<file path="src/rtl/resource_scheduler.sv">
// Round-robin scheduler granting energy/tracer/fluid pool deductions per 3-bit web type.
// Define RESOURCE_STATS_EN to add the saturating o_deny_count statistics output.
module resource_scheduler #(
   parameter int unsigned ENERGY_INIT  = 200,
   parameter int unsigned TRACER_INIT  = 63,
   parameter int unsigned FLUID_INIT   = 15,
   parameter int unsigned REGEN_PERIOD = 16
) (
   input  logic       clk,
   input  logic       reset,
   input  logic [2:0] i_req,
   input  logic [8:0] i_req_type,
   input  logic       i_fluid_refill,
   output logic [2:0] o_ack,
   output logic       o_ack_ok,
   output logic       o_busy,
   output logic [7:0] o_energy_lvl,
   output logic [5:0] o_tracer_lvl,
   output logic [3:0] o_fluid_lvl
`ifdef RESOURCE_STATS_EN
   ,
   output logic [7:0] o_deny_count
`endif
);

   localparam int unsigned CntW = (REGEN_PERIOD > 1) ? $clog2(REGEN_PERIOD) : 1;
   localparam logic [CntW-1:0] CntMax = CntW'(REGEN_PERIOD - 1);

   typedef enum logic [2:0] {StIdle, StCheck, StCommit, StDone, StRelease} state_e;

   function automatic logic [1:0] inc_mod3(input logic [1:0] v);
      return (v == 2'd2) ? 2'd0 : v + 2'd1;
   endfunction

   state_e          r_state;
   logic [1:0]      r_winner;
   logic [2:0]      r_type;
   logic            r_ok;
   logic [1:0]      r_rr_ptr;
   logic [2:0]      r_ack;
   logic            r_ack_ok;
   logic [7:0]      r_energy;
   logic [5:0]      r_tracer;
   logic [3:0]      r_fluid;
   logic [CntW-1:0] r_regen_cnt;
`ifdef RESOURCE_STATS_EN
   logic [7:0]      r_deny_cnt;
`endif

   logic [1:0] w_idx1;
   logic [1:0] w_idx2;
   logic       w_found;
   logic [1:0] w_win_idx;
   logic [2:0] w_win_type;
   logic [7:0] w_ecost;
   logic [3:0] w_fcost;
   logic [5:0] w_tcost;
   logic       w_tick;
   logic       w_commit;
   logic [8:0] w_energy_sum;
   logic [7:0] w_energy_nxt;
   logic [3:0] w_fluid_sub;

   assign w_idx1  = inc_mod3(r_rr_ptr);
   assign w_idx2  = inc_mod3(w_idx1);
   assign w_found = |i_req;

   // Search order starts at the round-robin pointer.
   always_comb begin
      w_win_idx = r_rr_ptr;
      if (i_req[r_rr_ptr]) begin
         w_win_idx = r_rr_ptr;
      end else if (i_req[w_idx1]) begin
         w_win_idx = w_idx1;
      end else if (i_req[w_idx2]) begin
         w_win_idx = w_idx2;
      end
   end

   always_comb begin
      case (w_win_idx)
         2'd0:    w_win_type = i_req_type[2:0];
         2'd1:    w_win_type = i_req_type[5:3];
         default: w_win_type = i_req_type[8:6];
      endcase
   end

   assign w_ecost  = {3'b000, r_type, 2'b00};
   assign w_fcost  = {2'b00, r_type[1:0]} + 4'd1;
   assign w_tcost  = {5'b00000, r_type[2]};
   assign w_tick   = (r_regen_cnt == CntMax);
   assign w_commit = (r_state == StCommit) && r_ok;

   // Deduction and regen combine in 9 bits; ok guarantees no underflow, so bit 8 means overflow.
   assign w_energy_sum = {1'b0, r_energy} - (w_commit ? {1'b0, w_ecost} : 9'd0)
                         + {8'd0, w_tick};
   assign w_energy_nxt = w_energy_sum[8] ? 8'hFF : w_energy_sum[7:0];
   assign w_fluid_sub  = (r_fluid >= w_fcost) ? (r_fluid - w_fcost) : 4'd0;

   always_ff @(posedge clk) begin
      if (reset || w_tick) begin
         r_regen_cnt <= '0;
      end else begin
         r_regen_cnt <= r_regen_cnt + CntW'(1);
      end
   end

   always_ff @(posedge clk) begin
      if (reset) begin
         r_energy <= 8'(ENERGY_INIT);
         r_tracer <= 6'(TRACER_INIT);
         r_fluid  <= 4'(FLUID_INIT);
      end else begin
         r_energy <= w_energy_nxt;
         if (w_commit) begin
            r_tracer <= r_tracer - w_tcost;
         end
         // A refill pulse overrides any fluid deduction in the same cycle.
         if (i_fluid_refill) begin
            r_fluid <= 4'(FLUID_INIT);
         end else if (w_commit) begin
            r_fluid <= w_fluid_sub;
         end
      end
   end

   always_ff @(posedge clk) begin
      if (reset) begin
         r_state    <= StIdle;
         r_winner   <= 2'd0;
         r_type     <= 3'd0;
         r_ok       <= 1'b0;
         r_rr_ptr   <= 2'd0;
         r_ack      <= 3'b000;
         r_ack_ok   <= 1'b0;
`ifdef RESOURCE_STATS_EN
         r_deny_cnt <= 8'd0;
`endif
      end else begin
         r_ack    <= 3'b000;
         r_ack_ok <= 1'b0;
         case (r_state)
            StIdle: begin
               if (w_found) begin
                  r_winner <= w_win_idx;
                  r_type   <= w_win_type;
                  r_state  <= StCheck;
               end
            end
            StCheck: begin
               r_ok    <= (r_energy >= w_ecost) && (r_tracer >= w_tcost) && (r_fluid >= w_fcost);
               r_state <= StCommit;
            end
            StCommit: begin
               r_state <= StDone;
            end
            StDone: begin
               r_ack    <= 3'b001 << r_winner;
               r_ack_ok <= r_ok;
               r_rr_ptr <= inc_mod3(r_winner);
`ifdef RESOURCE_STATS_EN
               if (!r_ok && (r_deny_cnt != 8'hFF)) begin
                  r_deny_cnt <= r_deny_cnt + 8'd1;
               end
`endif
               r_state  <= StRelease;
            end
            StRelease: begin
               if (!i_req[r_winner]) begin
                  r_state <= StIdle;
               end
            end
            default: r_state <= StIdle;
         endcase
      end
   end

   assign o_ack        = r_ack;
   assign o_ack_ok     = r_ack_ok;
   assign o_busy       = (r_state != StIdle);
   assign o_energy_lvl = r_energy;
   assign o_tracer_lvl = r_tracer;
   assign o_fluid_lvl  = r_fluid;
`ifdef RESOURCE_STATS_EN
   assign o_deny_count = r_deny_cnt;
`endif

endmodule

</file>
<file path="config.mk">
export PLATFORM = sky130hd
export DESIGN_NAME = resource_scheduler
export DESIGN_NICKNAME = d
export VERILOG_FILES = /design/src/rtl/resource_scheduler.sv
export SDC_FILE = /design/constraint.sdc
export NUM_CORES = 1
export LEC_CHECK = 0
export ABC_AREA = 1
export ABC_CLOCK_PERIOD_IN_PS = 3600
export CAP_MARGIN = 20
export CELL_PAD_IN_SITES_DETAIL_PLACEMENT = 1
export CELL_PAD_IN_SITES_GLOBAL_PLACEMENT = 1
export CORE_AREA = 3 3 85 87
export DETAILED_ROUTE_END_ITERATION = 7
export DIE_AREA = 0 0 88 90
export PLACE_DENSITY = 0.75
export SLEW_MARGIN = 0
export SYNTH_ARGS = -nofsm -noshare
export SYNTH_HDL_FRONTEND = slang
export SYNTH_SLANG_ARGS = --single-unit
</file>
<file path="constraint.sdc">
create_clock -name clk -period 3.6 [get_ports clk]
set_input_delay 0.54 -clock clk [delete_from_list [all_inputs] [get_ports clk]]
set_output_delay 0.54 -clock clk [all_outputs]
set_load 0.03 [all_outputs]
</file>
==> results.sh <==
export IMPL_h_tree_depth=2
export IMPL_antenna_found_initial=0
export IMPL_cts_sinks=37
export IMPL_die_area_um2=7920
export IMPL_clk_pin_slew_ns=0.08
export IMPL_hold_violations=0
export IMPL_synthTopCellsByArea="dfxtp_1, ha_1, inv_1, nand2_1, nand3_1"
export IMPL_holdPathStages=1
export IMPL_ioPinCount=38
export IMPL_fin_crit_ns=2.74
export IMPL_relSlewSlack=0.632
export IMPL_synth_seq_cells=37
export IMPL_placed_area_um2=2730
export IMPL_die_w_um=88
export IMPL_cts_root_buf="clkbuf_8"
export IMPL_synth_area_per_cell_um2=7.39
export IMPL_routedWlPerCell_um=13.3
export IMPL_r2r_start="r_state[2]"
export IMPL_coreArea_um2=6420
export IMPL_criticalPathCategory="register to register"
export IMPL_post_dp_hpwl_mm=4.55
export IMPL_grt_pass1_vias=2133
export IMPL_clockBufferDepth=2
export IMPL_post_route_period_util=0.761
export IMPL_post_cts_resized=0
export IMPL_crit_path_end_kind="register"
export IMPL_cellPowerDensity_nw_per_um2=598
export IMPL_layout_commonest_cell="inv_1"
export IMPL_critical_path_startpoint_type="register"
export IMPL_syn_to_final_growth_pct=25.4
export IMPL_tns_ns=0
export IMPL_p_leak_nw=1.36
export IMPL_yosysSeqAreaShare=0.326
export IMPL_arrival_ns=2.94
export IMPL_synth_distinct_cells=37
export IMPL_grt_overflow=0
export IMPL_rows=29
export IMPL_fill_cells=811
export IMPL_via_per_inst=4.99
export IMPL_grt_usage=0.152
export IMPL_min_path_type="register to register"
export IMPL_totalWireLength_mm=5.66
export IMPL_rsz0062_at_grt="no"
export IMPL_dieHeight_um=90
export IMPL_diodes=0
export IMPL_cts_tree="yes"
export IMPL_syn_cell_area_um2=2270
export IMPL_drc=0
export IMPL_ant_nets=0
export IMPL_netlist_instances=307
export IMPL_clk_latency_ns=0.30
export IMPL_yosys_warnings=0
export IMPL_setup_violations=0
export IMPL_cts_setup_buffers=0
export IMPL_cp_max_fo=8
export IMPL_place_congestion=0.870
export IMPL_io_buffers=37
export IMPL_skew_ns=0.00755
export IMPL_startpoint="r_state[2]"
export IMPL_async_reset_ff_frac=0
export IMPL_hp_start="r_regen_cnt[0]"
export IMPL_ys_dominant_reg_cell="dfxtp_1"
export IMPL_drive_gt1_frac=0.0886
export IMPL_fmax_mhz=365
export IMPL_ir_drop_mv=0.372
export IMPL_fin_nets=390
export IMPL_hold_end="r_regen_cnt[0]"
export IMPL_finish_instance_area_um2=2850
export IMPL_mostFrequentLayoutCells="inv_1, nand2_1, clkdlybuf4s50_1, dfxtp_1, nor2_1"
export IMPL_worst_pin_slew_ns=0.545
export IMPL_cp_common_cell="nand2_1"
export IMPL_worstPathRequired_ns=3.80
export IMPL_drtPass1Iterations=4
export IMPL_vias=2130
export IMPL_start_util=0.353
export IMPL_critPathSlowestCell="dfxtp_1"
export IMPL_synth_nets=348
export IMPL_maxCapViolations=0
export IMPL_grt_max_degree=16
export IMPL_reg2reg_setup_slack_ns=0.86
export IMPL_cts_buffers_inserted=5
export IMPL_synth_largest_area_cell="dfxtp_1"
export IMPL_first_iter_violations=77
export IMPL_reg2regPathDepth=14
export IMPL_grt_pass1_wl_mm=9.75
export IMPL_status="completed"
export IMPL_hold_buffers=0
export IMPL_rr_endpoint="o_energy_lvl[1]"
export IMPL_synth_edf_count=0
export IMPL_cp_cell_sequence="nor2_2, nand2_1, nor2_2, nand2_1, ha_1, ha_1, inv_1, o21ai_0, a221oi_1, nand3_1, nand2_1, nand2_1, nand2_1, inv_1"
export IMPL_synth_top_area_frac=0.326
export IMPL_slowest_delay_ns=0.35
export IMPL_report_final_slew_viol_count=0
## through the flow
step | setup slack, ns | power, mW | std cells | util | hold WS, ns
5_1_grt | 0.582 | 1.86 | 427 | 0.443 | 0.489
3_3_place_gp | 1.01 | 1.32 | 419 | 0.425 | 0.431
6_report | 0.861 | 1.70 | 427 | 0.443 | 0.449
4_1_cts | 0.851 | 1.72 | 427 | 0.443 | 0.457
3_5_place_dp | 0.891 | 1.33 | 419 | 0.425 | 0.439
2_1_floorplan | 1.27 | 1.09 | 307 | - | 0.418
## per-layer routing
layer	track usage	wire length [um]	vias to the layer above
met5	0	0	-
met4	0.0384	59	0
met3	0.0329	141	7
met2	0.252	2680	26
met1	0.198	2780	1010
li1	-	-	1087
## report_power, final
part | switching [mW] | internal (mW) | total, mW | leakage [nW]
clock | 0.167 | 0.207 | 0.375 | 0.0543
sequential | 0.0559 | 0.465 | 0.521 | 0.303
combinational | 0.486 | 0.321 | 0.806 | 1.00
## worst max path at each step
| stage | cells after the start | slack, ns | end |
|---|---|---|---|
| floorplan | 16 | 1.27 | o_energy_lvl[0] |
| global placement | 16 | 1.01 | o_energy_lvl[0] |
| detailed placement | 14 | 0.89 | o_energy_lvl[1] |
| CTS | 14 | 0.85 | o_energy_lvl[1] |
| global route | 16 | 0.58 | o_energy_lvl[2] |
| finish | 14 | 0.86 | o_energy_lvl[1] |
## cells in the mapped netlist, types with 2 or more instances
cell / n
inv_1: 53
nand2_1: 49
dfxtp_1: 37
nor2_1: 26
ha_1: 25
nand3_1: 24
a21oi_1: 16
o21ai_0: 15
nand4_1: 6
nor3_1: 5
nor2_2: 4
xor2_1: 4
inv_2: 3
nand2_2: 3
nand3b_1: 3
o21ai_1: 3
or2_2: 3
clkbuf_1: 2
nand2_4: 2
nand3_2: 2
nor3_2: 2
o211ai_1: 2
o22ai_1: 2
o311ai_0: 2
xnor2_1: 2
## state kept, by name, indices dropped and copies added, names as in the netlist
register / cells
r_winner: 2
r_state: 3
r_type: 3
o_tracer_lvl: 6
o_ack: 3
r_ok: 1
o_fluid_lvl: 4
r_regen_cnt: 4
o_ack_ok: 1
o_energy_lvl: 8
r_rr_ptr: 2
## cell families after synthesis
family / synth area share
compound gates: 0.128
xor+xnor: 0.0232
fa+ha+maj: 0.147
buf+inv: 0.0981
flops: 0.326
simple gates: 0.277
## worst max-delay path, delay by kind of cell, from the launching register on
kind	cells	cell delay [ns]
adders and majority gates	2	0.51
AOI/OAI and AO/OA	2	0.41
DFF	1	0.35
buffers and inverters	2	0.18
and+or+nand+nor	8	1.18
## cell type report
cell class / count / area [um2] / area share
multi-input cells: 211 / 1310 / 0.459
clock inverters: 3 / 46.3 / 0.0163
well taps: 77 / 96.3 / 0.0338
inverters: 56 / 210 / 0.0738
repair buffers: 38 / 378 / 0.133
clock buffers: 5 / 68.8 / 0.0242
flip-flops and latches: 37 / 741 / 0.260
Note: power is estimated with default switching activity, not from simulation.
